## src/rtl/rd_fetch_pkg.sv

```systemverilog
// Shared types and constants for the MCB read-line fetcher.
// Holds the FSM state encoding, the read command opcode and the read-start threshold helper.
package rd_fetch_pkg;

    typedef enum logic [2:0] {
        ST_IDLE,
        ST_ISSUE,
        ST_CMD,
        ST_DATA,
        ST_GAP
    } state_e;

    localparam logic [2:0] MCB_CMD_READ = 3'b011;
    localparam int         RD_THRESH    = 8;

    // Short bursts never reach RD_THRESH words, so the threshold caps at the burst size.
    function automatic logic [6:0] rd_threshold(input logic [5:0] bl);
        logic [6:0] words;
        words = {1'b0, bl} + 7'd1;
        return (words < 7'(RD_THRESH)) ? words : 7'(RD_THRESH);
    endfunction

endpackage

```

## src/rtl/rd_fetch_addr.sv

```systemverilog
// Line counter, burst index and column offset generation for rd_line_fetch.
// The column is accumulated by stride per burst, equivalent to burst_idx*stride modulo 2^COL_BITS.
module rd_fetch_addr
    import rd_fetch_pkg::*;
#(
    parameter int LINE_BITS = 11,
    parameter int COL_BITS  = 13
) (
    input  logic                 clk,
    input  logic                 rst,
    input  logic                 clr_burst,
    input  logic                 burst_end,
    input  logic                 line_end,
    input  logic                 vs_sync,
    input  logic [COL_BITS-1:0]  cfg_stride,
    input  logic [LINE_BITS-1:0] cfg_lines,
    output logic [LINE_BITS-1:0] linecnt,
    output logic [3:0]           burst_idx,
    output logic [COL_BITS-1:0]  col
);

    logic [LINE_BITS-1:0] linecnt_q, linecnt_d;
    logic [3:0]           bidx_q, bidx_d;
    logic [COL_BITS-1:0]  col_q, col_d;

    always_comb begin
        linecnt_d = linecnt_q;
        bidx_d    = bidx_q;
        col_d     = col_q;
        // Vertical sync low wins over the end-of-line advance.
        if (!vs_sync) begin
            linecnt_d = '0;
        end else if (line_end) begin
            linecnt_d = (linecnt_q == cfg_lines) ? '0 : linecnt_q + 1'b1;
        end
        if (clr_burst) begin
            bidx_d = '0;
            col_d  = '0;
        end else if (burst_end) begin
            bidx_d = bidx_q + 4'd1;
            col_d  = col_q + cfg_stride;
        end
    end

    always_ff @(posedge clk) begin
        if (rst) begin
            linecnt_q <= '0;
            bidx_q    <= '0;
            col_q     <= '0;
        end else begin
            linecnt_q <= linecnt_d;
            bidx_q    <= bidx_d;
            col_q     <= col_d;
        end
    end

    assign linecnt   = linecnt_q;
    assign burst_idx = bidx_q;
    assign col       = col_q;

endmodule

```

## src/rtl/rd_line_fetch.sv

```systemverilog
// Fetches one video line from an MCB read port as cfg_nbrst bursts of cfg_bl+1 words.
// Read data is forwarded to the downstream buffer combinationally while in DATA.
module rd_line_fetch
    import rd_fetch_pkg::*;
#(
    parameter int DWIDTH    = 128,
    parameter int FB_BITS   = 2,
    parameter int LINE_BITS = 11,
    parameter int COL_BITS  = 13
) (
    input  logic                 memclk,
    input  logic                 rst,
    input  logic                 start,
    output logic                 done,
    output logic                 busy,
    input  logic                 vs_sync,
    input  logic [FB_BITS-1:0]   frame_sel,
    input  logic [5:0]           cfg_bl,
    input  logic [3:0]           cfg_nbrst,
    input  logic [LINE_BITS-1:0] cfg_lines,
    input  logic [COL_BITS-1:0]  cfg_stride,
    input  logic                 arb_grant,
    input  logic                 out_afull,
    output logic                 mcb_cmd_en,
    output logic [2:0]           mcb_cmd_instr,
    output logic [5:0]           mcb_cmd_bl,
    output logic [29:0]          mcb_cmd_byte_addr,
    input  logic                 mcb_cmd_full,
    output logic                 mcb_rd_en,
    input  logic [DWIDTH-1:0]    mcb_rd_data,
    input  logic                 mcb_rd_empty,
    input  logic                 mcb_rd_full,
    input  logic [6:0]           mcb_rd_count,
    output logic                 out_valid,
    output logic [DWIDTH-1:0]    out_data,
    output logic                 err_ovf
);

    state_e               state_q, state_d;
    logic [5:0]           bl_q;
    logic [3:0]           nbrst_q;
    logic [LINE_BITS-1:0] lines_q;
    logic [COL_BITS-1:0]  stride_q;
    logic [5:0]           wcnt_q, wcnt_d;
    logic                 cmd_en_q;
    logic [29:0]          addr_q;
    logic                 ovf_q;

    logic                 start_fire, issue_fire, last_pop, line_done, pop, more_bursts;
    logic [3:0]           nbrst_eff;
    logic [LINE_BITS-1:0] linecnt;
    logic [3:0]           burst_idx;
    logic [COL_BITS-1:0]  col;

    rd_fetch_addr #(
        .LINE_BITS (LINE_BITS),
        .COL_BITS  (COL_BITS)
    ) u_addr (
        .clk        (memclk),
        .rst        (rst),
        .clr_burst  (state_q == ST_IDLE),
        .burst_end  (last_pop),
        .line_end   (line_done),
        .vs_sync    (vs_sync),
        .cfg_stride (stride_q),
        .cfg_lines  (lines_q),
        .linecnt    (linecnt),
        .burst_idx  (burst_idx),
        .col        (col)
    );

    assign nbrst_eff   = (nbrst_q == 4'd0) ? 4'd1 : nbrst_q;
    assign more_bursts = burst_idx < nbrst_eff;
    assign pop         = mcb_rd_en && !mcb_rd_empty;

    always_comb begin
        state_d    = state_q;
        start_fire = 1'b0;
        issue_fire = 1'b0;
        last_pop   = 1'b0;
        line_done  = 1'b0;
        mcb_rd_en  = 1'b0;
        case (state_q)
            ST_IDLE: begin
                if (start) begin
                    state_d    = ST_ISSUE;
                    start_fire = 1'b1;
                end
            end
            ST_ISSUE: begin
                if (arb_grant && !mcb_cmd_full && !out_afull) begin
                    state_d    = ST_CMD;
                    issue_fire = 1'b1;
                end
            end
            ST_CMD: begin
                if (!mcb_rd_empty && (mcb_rd_count >= rd_threshold(bl_q))) begin
                    state_d = ST_DATA;
                end
            end
            ST_DATA: begin
                mcb_rd_en = 1'b1;
                if (pop && (wcnt_q == bl_q)) begin
                    last_pop = 1'b1;
                    state_d  = ST_GAP;
                end
            end
            ST_GAP: begin
                if (more_bursts) begin
                    state_d = ST_ISSUE;
                end else begin
                    state_d   = ST_IDLE;
                    line_done = 1'b1;
                end
            end
            default: state_d = ST_IDLE;
        endcase
    end

    always_comb begin
        wcnt_d = '0;
        if (state_q == ST_DATA) begin
            wcnt_d = pop ? wcnt_q + 6'd1 : wcnt_q;
        end
    end

    always_ff @(posedge memclk) begin
        if (rst) begin
            state_q  <= ST_IDLE;
            wcnt_q   <= '0;
            cmd_en_q <= 1'b0;
            addr_q   <= '0;
            ovf_q    <= 1'b0;
        end else begin
            state_q  <= state_d;
            wcnt_q   <= wcnt_d;
            cmd_en_q <= issue_fire;
            if (issue_fire) begin
                addr_q <= 30'({frame_sel, linecnt, col});
            end
            // A full read FIFO in the same cycle as a new start still flags.
            if (mcb_rd_full) begin
                ovf_q <= 1'b1;
            end else if (start_fire) begin
                ovf_q <= 1'b0;
            end
        end
    end

    // Line configuration is frozen for the whole line.
    always_ff @(posedge memclk) begin
        if (start_fire) begin
            bl_q     <= cfg_bl;
            nbrst_q  <= cfg_nbrst;
            lines_q  <= cfg_lines;
            stride_q <= cfg_stride;
        end
    end

    assign done              = line_done;
    assign busy              = (state_q != ST_IDLE);
    assign mcb_cmd_en        = cmd_en_q;
    assign mcb_cmd_instr     = MCB_CMD_READ;
    assign mcb_cmd_bl        = bl_q;
    assign mcb_cmd_byte_addr = addr_q;
    assign out_valid         = (state_q == ST_DATA) && !mcb_rd_empty;
    assign out_data          = mcb_rd_data;
    assign err_ovf           = ovf_q;

endmodule

```

## config.mk

```make
export PLATFORM = sky130hd
export DESIGN_NAME = rd_line_fetch
export DESIGN_NICKNAME = d
export VERILOG_FILES = /design/src/rtl/rd_fetch_pkg.sv /design/src/rtl/rd_fetch_addr.sv /design/src/rtl/rd_line_fetch.sv
export SDC_FILE = /design/constraint.sdc
export NUM_CORES = 1
export LEC_CHECK = 0
export CORE_UTILIZATION = 28
export DETAILED_ROUTE_END_ITERATION = 16
export MAX_ROUTING_LAYER = met4
export REMOVE_ABC_BUFFERS = 1
export SYNTH_ARGS = -nofsm -noshare
export SYNTH_HDL_FRONTEND = slang
export SYNTH_SLANG_ARGS = --single-unit
```

## constraint.sdc

```tcl
create_clock -name memclk -period 3.2 [get_ports memclk]
set_input_delay 0.64 -clock memclk [delete_from_list [all_inputs] [get_ports memclk]]
set_output_delay 0.64 -clock memclk [all_outputs]
set_load 0.03 [all_outputs]
```

==> results.md <==
- Initial antenna violation count: 0
- Post-synth top area cell: dfxtp_1
- Psw: 0.000915 W
- CTS sink cnt: 99
- EDFF count, synth: 34
- CTS Root Cell: clkbuf_16
- Dpl hpwl: 28500 um
- Global route overflow: 0
- Avg Inst Size Synth: 9.29 um2
- IO Count: 353
- Layout cells sized above 1: 7.43%
- Initial Util: 28.8%
- RePlAce Congestion: 1.13
- Max FO, Critical Path: 5
- Tmin final: 2860 ps
- Final Routed Wirelength: 31700 um
- Setup violators final: 0
- Run status: finished, final reports clean
- Fmax: 349 MHz
- TritonCTS clock tree: built
- Least-Margin Pin Slew: 529 ps
- Final Hold Fails: 0
- Clock-pin slew on the worst setup and hold paths: 70 ps
- Clock network power share: 34.9%
- Die height: 144 um
- Post-synthesis sequential area ratio: 41.1%
- Pre-CTS setup slack: 340 ps
- Layout area overhead: 9.77%
- DRC: 0
- Ys async rst share: 0%
- Logic gate share of total power: 17.7%
- Pwr dens: 502 mW/mm2
- Storage cell area: 0.00232 mm2
- Final instance area: 0.00620 mm2
- Leak Pwr: 2.28 nW
- #FFs+latches synth: 99
- CP dominant cell by count: clkdlybuf4s50_1
- RSZ-0062 raised after global routing: no
- Die ar.: 0.0207 mm2
- Peak VDD IR: 0.241 mV
- First DRT Iteration DRCs: 293
- Vias in the first global route: 3647
- Routed length per instance: 37.5 um
- Final Worst Setup Slack: 337 ps
- Core area: 0.0196 mm2
- Max-slew violations: 0
- DP Area: 0.00590 mm2
- CP max stage delay: 730 ps
- Largest net degree at the start of global routing: 27
- Layout net count: 779
- Via Count: 3987
- CP Capture Type: primary output
- Cts hold-fix bufs: 0
- Pint: 0.00220 W
- Seq pwr share: 47.3%
- Final Power: 0.00311 W
- Netlist cell types: 51
- Main flop type after synthesis: dfxtp_1
- Ant diodes: 0
- Rel. slew slack: 64.7%
- Setup crit start kind: input port
- Multi-input gate area in the final layout: 0.00217 mm2
- All-Layer GR Usage: 31.5%
- Worst Skew: 11.2 ps
- First-pass GRT wire length: 38600 um
- Area contributors post-synth: dfxtp_1, edfxtp_1, buf_4
- Crit-path cells: clkdlybuf4s50_1 > nor3_4 > clkdlybuf4s50_1
- Switching part of the total: 29.4%
- Critical path's slowest cell: clkdlybuf4s50_1
- TritonCTS buffer count: 9
- Crit share post-route: 89.5%
- Area share of the largest cell type after synthesis: 23.0%
- # fillers: 2077
- Vias per cell: 4.72
- Num rows: 51
- H-tree level count: 3
- Routed Antenna Nets: 0
- Die width: 144 um
- Number of warnings issued by yosys: 0
- WP data arrival: 2220 ps
- Drt pass-1 iters: 4
- Later-pin clock latency in the skew report: 350 ps
- Max_cap viols: 0
- Hold crit path type: flop to flop
- Clk buf depth: 2
- TNS Setup: 0 ps
- Number of port buffers: 89
- Cell count after synthesis: 608
- Syn Std Cell Area: 0.00565 mm2
- Worst EP required: 2560 ps
- Setup CP Type: input port to primary output
[Yosys cell counts (3+ instances only)]
cell type,instances
buf_4,135
nand2_1,69
dfxtp_1,65
nor2_1,52
a21oi_1,41
edfxtp_1,34
xnor2_1,25
ha_1,24
inv_1,17
xor2_1,15
nor3_1,13
mux2i_1,12
clkbuf_1,10
nand3_1,10
buf_2,8
nand4_1,7
and3_1,6
a211o_1,5
nor4_1,5
a2111oi_0,4
nand2b_1,4
a21o_1,3
a31oi_1,3
o21a_1,3
o21ai_0,3
or3_1,3
[logic make-up (layout without fill, tap and decap cells)]
group                    Yosys count  in the layout  share of synthesized area [%]
adder cells (fa/ha/maj)           25             25                           5.67
XOR/XNOR                          40             40                           6.20
flip-flops                        99             99                           41.1
other                              2              8                          0.133
AO/OA/AOI/OAI                     75             75                           8.33
multiplexers                      12             12                           2.13
AND/OR/NAND/NOR                  182            182                           15.6
buffers and inverters            173            138                           20.8
[power by group through the flow]
stage | registers [W] | clock network (W) | logic [W]
2_1_floorplan | 0.00152 | 0 | 0.000279
3_3_place_gp | 0.00150 | 0 | 0.000545
3_5_place_dp | 0.00150 | 0 | 0.000553
4_1_cts | 0.00147 | 0.00112 | 0.000557
5_1_grt | 0.00148 | 0.00116 | 0.000602
6_report | 0.00147 | 0.00109 | 0.000552
[registers in the layout, indices dropped and copies added (netlist names)]
signal             flops
lines_q               11
u_addr.col            13
mcb_cmd_bl             6
u_addr.burst_idx       4
err_ovf                1
state_q                3
stride_q              13
u_addr.linecnt        11
wcnt_q                 6
mcb_cmd_en             1
nbrst_q                4
mcb_cmd_byte_addr     26
[metrics by stage]
step / hold slack (ps) / utilization (%) / std cells
finish: 455 / 31.6 / 844
floorplan: 435 / - / 459
global route: 472 / 31.6 / 844
detailed placement: 448 / 30.1 / 828
global placement: 446 / 30.1 / 828
CTS: 457 / 31.6 / 844
[area by class of cell]
class / instances / area share [%]
clock buffers: 10 / 3.85
clock inverters: 6 / 0.969
inverters: 18 / 1.09
multi-input cells: 342 / 35.1
flip-flops and latches: 99 / 37.5
well taps: 265 / 5.35
repair buffers: 104 / 16.2
[worst paths after layout]
check	to	from	cells past startpoint	slack, ps
max	out_valid	mcb_rd_empty	3	340
max reg2reg	state_q[0]	mcb_cmd_bl[0]	11	560
min	mcb_cmd_byte_addr[24]	mcb_cmd_byte_addr[24]	2	450
min reg2reg	mcb_cmd_byte_addr[24]	mcb_cmd_byte_addr[24]	2	450
[repair_timing]
action	CTS	global route
gates resized for setup	0	1
endpoints found under the setup margin	0	1
setup buffers	0	0
[cells in the final DEF (no fill, tap or decap), types with 4 or more instances in the layout]
cell,count
a2111oi_0,4
a211o_1,5
a21oi_1,41
and3_1,6
buf_4,15
clkbuf_16,9
clkdlybuf4s50_1,88
conb_1,8
dfxtp_1,65
edfxtp_1,34
ha_1,24
inv_1,17
mux2i_1,12
nand2_1,69
nand2b_1,4
nand3_1,10
nand4_1,7
nor2_1,52
nor3_1,13
nor4_1,5
xnor2_1,25
xor2_1,15
[per-layer routing]
metal  global-route usage, %  vias to the layer above  part of all wire [%]
met5                       -                        -                     0
met4                    10.9                        0                   4.0
met3                    38.7                       29                    27
met2                    55.5                      326                    51
met1                    15.1                     1792                    18
li1                        -                     1840                     -
[worst max-delay path: cells and delay by family]
| kind | cells | cell delay [ps] |
|---|---|---|
| and+or+nand+nor | 1 | 300 |
| buffers and inverters | 2 | 1280 |
(Power assumes the default switching activity.)
